### config.mk
export PLATFORM = sky130hd
export DESIGN_NAME = alu_mc
export DESIGN_NICKNAME = d
export VERILOG_FILES = /design/src/rtl/alu_mc.sv
export SDC_FILE = /design/constraint.sdc
export NUM_CORES = 1
export LEC_CHECK = 0
export ABC_AREA = 1
export BUFFER_PORTS_ARGS = -buffer_cell sky130_fd_sc_hd__buf_2
export CAP_MARGIN = 30
export CORE_UTILIZATION = 33
export DETAILED_ROUTE_END_ITERATION = 12
export GPL_TIMING_DRIVEN = 0
export HOLD_SLACK_MARGIN = 0.12
export PLACE_DENSITY_LB_ADDON = 0.08
export SKIP_LAST_GASP = 1
export SYNTH_ARGS = -nofsm -noshare
export SYNTH_HDL_FRONTEND = slang
export SYNTH_SLANG_ARGS = --single-unit
### constraint.sdc
create_clock -name clk -period 2.7 [get_ports clk]
set_input_delay 0 -clock clk [delete_from_list [all_inputs] [get_ports clk]]
set_output_delay 0 -clock clk [all_outputs]
set_load 0.005 [all_outputs]
### src/rtl/alu_mc.sv
// rtl/alu_mc.sv - registered multi-cycle ALU with start/ready/done handshake and shift-add MUL
module alu_mc #(
    parameter  int WIDTH = 32,
    localparam int SHW   = $clog2(WIDTH)
) (
    input  logic             clk,
    input  logic             reset_n,
    input  logic             start,
    input  logic [3:0]       ALUControl,
    input  logic [WIDTH-1:0] a,
    input  logic [WIDTH-1:0] b,
    output logic             ready,
    output logic             done,
    output logic [WIDTH-1:0] ALUResult,
    output logic             zero,
    output logic             overflow
);

    localparam logic [3:0] OP_ADD  = 4'b0000;
    localparam logic [3:0] OP_SUB  = 4'b0001;
    localparam logic [3:0] OP_AND  = 4'b0010;
    localparam logic [3:0] OP_OR   = 4'b0011;
    localparam logic [3:0] OP_MUL  = 4'b0100;
    localparam logic [3:0] OP_SLL  = 4'b0101;
    localparam logic [3:0] OP_SLT  = 4'b0110;
    localparam logic [3:0] OP_SLTU = 4'b0111;
    localparam logic [3:0] OP_XOR  = 4'b1000;
    localparam logic [3:0] OP_SRL  = 4'b1001;
    localparam logic [3:0] OP_SRA  = 4'b1010;

    localparam logic [SHW-1:0] LAST_ITER = SHW'(WIDTH - 1);

    typedef enum logic [1:0] {
        S_IDLE,
        S_MUL,
        S_DONE
    } state_t;

    state_t state;
    state_t state_next;

    logic [WIDTH-1:0] mcand;
    logic [WIDTH-1:0] mplier;
    logic [WIDTH-1:0] acc;
    logic [SHW-1:0]   count;

    logic             accept;
    logic             is_mul;
    logic             mul_last;
    logic [WIDTH-1:0] acc_next;

    logic [WIDTH-1:0] sum;
    logic [WIDTH-1:0] diff;
    logic [SHW-1:0]   shamt;
    logic             slt_flag;
    logic             sltu_flag;
    logic [WIDTH-1:0] alu_res;
    logic             alu_ovf;

    assign accept   = start && (state != S_MUL);
    assign is_mul   = (ALUControl == OP_MUL);
    assign mul_last = (count == LAST_ITER);
    assign acc_next = acc + (mplier[0] ? mcand : '0);

    assign sum   = a + b;
    assign diff  = a + ~b + 1'b1;
    assign shamt = b[SHW-1:0];
    // Signed compare stays correct when a-b overflows: differing signs decide by a's sign.
    assign slt_flag  = (a[WIDTH-1] != b[WIDTH-1]) ? a[WIDTH-1] : diff[WIDTH-1];
    assign sltu_flag = (a < b);

    // Single-cycle operations; MUL and unused opcodes fall through to zero.
    always_comb begin
        alu_res = '0;
        alu_ovf = 1'b0;
        case (ALUControl)
            OP_ADD: begin
                alu_res = sum;
                alu_ovf = (a[WIDTH-1] == b[WIDTH-1]) && (sum[WIDTH-1] != a[WIDTH-1]);
            end
            OP_SUB: begin
                alu_res = diff;
                alu_ovf = (a[WIDTH-1] != b[WIDTH-1]) && (diff[WIDTH-1] != a[WIDTH-1]);
            end
            OP_AND:  alu_res = a & b;
            OP_OR:   alu_res = a | b;
            OP_SLL:  alu_res = a << shamt;
            OP_SLT:  alu_res = {{(WIDTH-1){1'b0}}, slt_flag};
            OP_SLTU: alu_res = {{(WIDTH-1){1'b0}}, sltu_flag};
            OP_XOR:  alu_res = a ^ b;
            OP_SRL:  alu_res = a >> shamt;
            OP_SRA:  alu_res = $signed(a) >>> shamt;
            default: alu_res = '0;
        endcase
    end

    // State register.
    always_ff @(posedge clk or negedge reset_n) begin
        if (!reset_n) begin
            state <= S_IDLE;
        end else begin
            state <= state_next;
        end
    end

    // Next-state logic and handshake outputs.
    always_comb begin
        state_next = state;
        ready      = 1'b1;
        done       = 1'b0;
        case (state)
            S_IDLE: begin
                if (accept) begin
                    state_next = is_mul ? S_MUL : S_DONE;
                end
            end
            S_MUL: begin
                ready = 1'b0;
                if (mul_last) begin
                    state_next = S_DONE;
                end
            end
            S_DONE: begin
                done = 1'b1;
                if (accept) begin
                    state_next = is_mul ? S_MUL : S_DONE;
                end else begin
                    state_next = S_IDLE;
                end
            end
            default: state_next = S_IDLE;
        endcase
    end

    // Datapath: operand capture, shift-add iteration, and result registers updated only on done-producing edges.
    always_ff @(posedge clk or negedge reset_n) begin
        if (!reset_n) begin
            mcand     <= '0;
            mplier    <= '0;
            acc       <= '0;
            count     <= '0;
            ALUResult <= '0;
            zero      <= 1'b1;
            overflow  <= 1'b0;
        end else if (state == S_MUL) begin
            acc    <= acc_next;
            mcand  <= mcand << 1;
            mplier <= mplier >> 1;
            count  <= count + 1'b1;
            if (mul_last) begin
                ALUResult <= acc_next;
                zero      <= (acc_next == '0);
                overflow  <= 1'b0;
            end
        end else if (accept) begin
            if (is_mul) begin
                mcand  <= a;
                mplier <= b;
                acc    <= '0;
                count  <= '0;
            end else begin
                ALUResult <= alu_res;
                zero      <= (alu_res == '0);
                overflow  <= alu_ovf;
            end
        end
    end

endmodule
==> impl_metrics.toml, run 1 <==
[run_status]
status = "complete, but fails checks"
violations = "hold timing, setup timing"

[synthesis]
syn_nets = 3258
ys.flop_type = "dfrtp_1"
syn_inst = 3048
synth_edf_count = 0
ys_seq_area_share_pct = 19.5
ys_top_cells_by_area = "nand2_1, dfrtp_1, nand3_1"
synth_area_leader_cell = "nand2_1"
yosysTopAreaCellShare_pct = 20.6
syn_area_mm2 = 0.0176
ys_warn_count = 0
synthTopCellsByCount = "nand2_1, nand3_1, nor2_1, inv_1, a21oi_1"
synth_most_common_cell = "nand2_1"
synth_cell_types = 46
ys_ff_latch = 137
async_reset_ff_share_pct = 100
syn_area_per_cell_um2 = 5.78

[worst_setup_path]
cp-end-kind = "flop"
critPathSlowestCell = "fa_1"
cpPeakStageDelay_ns = 0.47
worstPathMaxFanout = 5
crit_path_start_kind = "input port"
critical_path_class = "in -> reg"
path_common_cell = "nand2_1"
crit_arrival_ns = 3.74
required_ns = 3.09

[clock_tree]
clock_path_buffers = 2
clock-sinks = 137
cts.clk_slew.worst_paths_ns = 0.07
numCtsBuffers = 17
tritoncts = "built"
hold_buffers = 59
htreeDepth = 4
clock_latency_ns = 0.44
cts_root_buf = "clkbuf_16"

[layout]
drive_above_1_share_pct = 17.1
seqCellArea_mm2 = 0.00343
fin_area_mm2 = 0.0226
fin_util_pct = 42.9
area_delta_synth_final_pct = 28.1
nFillCells = 5772
multi_input_area_mm2 = 0.0135
n_antenna_cell = 0
nNetsFinal = 3523

[die]
io_pins = 107
die_w_um = 233
die_h_um = 233
row_count = 84
initial_core_util_pct = 33.5
core_area_mm2 = 0.0527
die_area_mm2 = 0.0543

[timing]
max_clock_freq_ghz = 0.298
min_period_ns = 3.35
setup_violations = 6
setup_slack_ns = -0.653
slew_headroom_pct = 34.8
fin_crit_sh_pct = 124
finalHoldViolCount = 1
slew_viol_final = 0
holdWs_ns = -0.0989
worst_pin_slew_ns = 0.978
tns_ns = -1.50
rsz0062_at_grt = "yes"
fin_worst_skew_ns = 0.0133

[route]
num_vias = 23000
firstDrtPassIters = 6
post_drt_wl_per_cell_um = 26.4
drc = 0
wirelength_mm = 106
via_per_inst = 5.73
dr.first_iter.drc_count = 2534
antenna_left = 0

[power]
ir_drop_uv = 527
power.leakage_nw = 11.2
power_per_cell_area_mw_per_mm2 = 626

[global_routing]
grt_pass1_vias = 21800
gr-usage-all-layers_pct = 38.6
grt-ovfl-total = 0
grt_max_degree = 87
grt_pass1_wl_mm = 150
antenna_found_initial = 2

[job]
cap_viol_max_count = 0

[place]
dpl.hpwl_mm = 85.8
post_dp_cell_area_mm2 = 0.0192
gp_congestion = 1.03
place.port_buffers = 106

[min_path]
hold_path_class = "in -> reg"
-- kinds of logic (layout without fill, tap and decap cells) --
kind of cell,Yosys count,count (layout),synth area share (%)
and+or+nand+nor,1867,1867,44.7
adders and majority gates,139,139,10.0
DFF,137,137,19.5
xor gates and xnor gates,25,25,1.24
AOI/OAI and AO/OA,434,434,13.9
buffers and inverters,446,724,10.6
-- cells in the final DEF (no fill, tap or decap), types with 44 or more instances in the layout --
master         count
dlygate4sd3_1     58
buf_2             99
o22ai_1           67
ha_1              96
inv_1            251
nor2_1           294
o21ai_0           74
buf_6             47
buf_4            100
dfrtp_1          135
inv_2             44
nand2_1          927
nand3_1          462
clkbuf_1          44
a21oi_1          155
-- per-stage QoR --
step	total power, mW	std cells	setup WS, ns
2_1_floorplan	7.61	3048	-0.464
3_3_place_gp	9.99	3842	-2.09
3_5_place_dp	10.0	3843	-2.12
4_1_cts	13.1	3988	-0.533
5_1_grt	15.0	4014	-0.820
6_report	14.1	4014	-0.653
-- state kept, by name, summed over array words and instances (netlist names) --
signal     count
mplier        32
zero           1
ALUResult     32
overflow       1
count          5
acc           32
state          2
mcand         32
-- worst max-delay path: cells and delay by family --
kind,cells,cell delay (ns)
simple gates,24,2.18
fa+ha+maj,2,0.68
buf+inv,4,0.51
compound gates,2,0.32
-- final cells by class --
type	instances	area share, %
Multi-Input combinational cell	2465	59.7
Sequential cell	137	15.2
Clock inverter	13	0.582
Inverter	317	5.64
Buffer	120	3.68
Clock buffer	19	2.01
Tap cell	688	3.81
Timing Repair Buffer	255	9.40
-- path summary, 6_finish.rpt --
path                                    to  startpoint  slack, ns  cells after the start
min in group asynchronous             zero     reset_n       0.64                      3
worst min-delay path            mplier[30]       b[30]       -0.1                      3
max in group asynchronous           acc[5]     reset_n       1.55                      4
worst min register to register        zero        zero       0.47                      2
worst max-delay path                  zero        b[1]      -0.65                     32
worst max register to register        zero   mplier[0]      -0.39                     18
-- metal layers --
layer  vias to the layer above  routed length, um  GRT usage, %
met5                         -                  9             0
met2                      1099              46500          60.3
met3                       177               8220          5.30
met1                     11200              45600          51.7
li1                      10600                  -             -
met4                         2               5760          19.3
-- where the power goes --
part	switching [mW]	internal [mW]	total, mW
clock	1.02	1.34	2.36
sequential	0.537	2.72	3.25
combinational	5.43	3.09	8.52
-- timing repair --
action / 4_1_cts / 5_1_grt
setup buffers: 59 / 29
resized for setup: 293 / 152
pin swaps: 34 / 76
hold endpoints to repair: 195 / 1
cloned: 1 / 1
setup endpoints to repair: 56 / 35
Note: power is estimated with default switching activity, not from simulation.
==> run 2: changes to the inputs <==
CORE_ASPECT_RATIO = 0.6   (was default)
==> impl_metrics.toml, run 2 (synthesized netlist as in run 1, its figures left out) <==
[worst_setup_path]
cp.buffers_inverters = 4
crit_path_start_kind = "input port"
required_ns = 3.09
critical-path-top-delay-family = "simple AND/OR/NAND/NOR gates"
path_common_cell = "nand2_1"
cp-end-kind = "flop"
worstPathMaxFanout = 6
critical_path_class = "in -> reg"
cpPeakStageDelay_ns = 0.50
crit_arrival_ns = 3.77
critPathSlowestCell = "fa_1"

[layout]
final_common_cell = "nand2_1"
multi_input_area_mm2 = 0.0139
nFillCells = 5635
drive_above_1_share_pct = 20.6
seqCellArea_mm2 = 0.00343
stdcell_count = 4093
fin_util_pct = 44.9
fin_area_mm2 = 0.0236
layout_common_cells = "nand2_1, nand3_1, nor2_1"
nNetsFinal = 3585
area_delta_synth_final_pct = 34.2

[place]
place_ws_ns = -2.05
dp.cells = 3860
dpl.hpwl_mm = 93.4
place.port_buffers = 106
post_dp_cell_area_mm2 = 0.0192
gp_congestion = 1.04

[route]
firstDrtPassIters = 7
post_drt_wl_per_cell_um = 28.2
via_per_inst = 5.89
antenna_left = 0
num_vias = 24100
dr.first_iter.drc_count = 3349
drc = 0
wirelength_mm = 115

[die]
initial_core_util_pct = 33.5
die_w_um = 300
row_count = 65
die_h_um = 181
die_area_mm2 = 0.0544
io_pins = 107
core_area_mm2 = 0.0526

[clock_tree]
tritoncts = "built"
numCtsBuffers = 17
htreeDepth = 4
clock_path_buffers = 2
cts_root_buf = "clkbuf_16"
clock_latency_ns = 0.44
clock-sinks = 137
cts.clk_slew.worst_paths_ns = 0.07

[power]
power_per_cell_area_mw_per_mm2 = 652
ir_drop_uv = 565
power_mw = 15.4
power.leakage_nw = 11.6

[timing]
finalHoldViolCount = 0
setup_slack_ns = -0.686
fin_crit_sh_pct = 125
rsz0062_at_grt = "yes"
tns_ns = -1.39
min_period_ns = 3.39
fin_worst_skew_ns = 0.0108
holdWs_ns = 0.163
max_clock_freq_ghz = 0.295
slew_headroom_pct = 38.9
setup_violations = 5
worst_pin_slew_ns = 0.917
slew_viol_final = 0

[global_routing]
grt_pass1_vias = 21600
grt_max_degree = 95
antenna_found_initial = 4
gr-usage-all-layers_pct = 41.3
grt_pass1_wl_mm = 159
grt-ovfl-total = 0

[min_path]
hold_path_class = "in -> reg"

[run_status]
violations = "setup timing"
status = "complete, but fails checks"

[job]
cap_viol_max_count = 0
[run 2: changes by cell type in the layout (fill, tap and decap cells not counted), sizes merged]
cell | previous run | this run
buf | 267 | 329
bufbuf | 1 | 3
clkbuf | 68 | 65
clkdlybuf4s15 | 0 | 1
clkinv | 4 | 3
clkinvlp | 7 | 19
diode | 0 | 2
inv | 318 | 307
[run 2: cell type report]
class,instances,area share (%)
diodes,2,0.0212
clock buffers,19,1.87
flip-flops and latches,137,14.5
repair buffers,317,11.3
inverters,317,5.53
well taps,703,3.72
multi-input cells,2465,59.0
clock inverters,13,0.571
plain buffers,120,3.52
[run 2: worst register-to-register path, cell delays in order (launching register included)]
cell,delay [ns]
dfrtp_2,0.55
buf_8,0.18
nand2_1,0.05
inv_1,0.09
ha_4,0.23
a21oi_2,0.28
o21ai_2,0.20
a21oi_1,0.23
o21a_2,0.29
nand2_1,0.08
nand2_1,0.06
nand2_1,0.06
nor2_1,0.14
nand2_1,0.08
nor2_2,0.18
nand4_1,0.12
nand2_1,0.10
nand2_1,0.05
nand2_1,0.06
[run 2: path summary, 6_finish.rpt]
kind | from | end | slack, ns | cells past startpoint
worst max-delay path | a[4] | zero | -0.69 | 31
worst min-delay path | a[10] | mcand[10] | 0.16 | 4
worst max register to register | mplier[0] | zero | -0.39 | 18
worst min register to register | acc[30] | acc[30] | 0.49 | 2
max in group asynchronous | reset_n | ALUResult[3] | 1.54 | 4
min in group asynchronous | reset_n | mplier[28] | 0.65 | 4
[run 2: layer usage]
| metal | wire (um) | vias up | part of all wire (%) | track usage, % |
|---|---|---|---|---|
| met5 | 78 | - | 0.068 | 0 |
| met4 | 2880 | 6 | 2.5 | 9.24 |
| met3 | 17800 | 173 | 15 | 17.8 |
| met2 | 40200 | 1584 | 35 | 49.6 |
| met1 | 54300 | 11600 | 47 | 64.3 |
| li1 | - | 10700 | - | - |
[run 2: what timing repair did]
action / CTS / global route
hold buffers: 59 / 0
cloned: 3 / 1
setup buffers: 84 / 64
endpoints found under the setup margin: 57 / 68
hold endpoints to repair: 193 / 0
pin swaps: 46 / 94
resized for setup: 329 / 255
[run 2: power by group]
group / internal [mW] / switching (mW) / leakage (nW) / total [mW]
registers: 2.72 / 0.584 / 1.64 / 3.30
clock network: 1.32 / 1.05 / 0.276 / 2.37
logic: 3.59 / 6.15 / 9.66 / 9.74
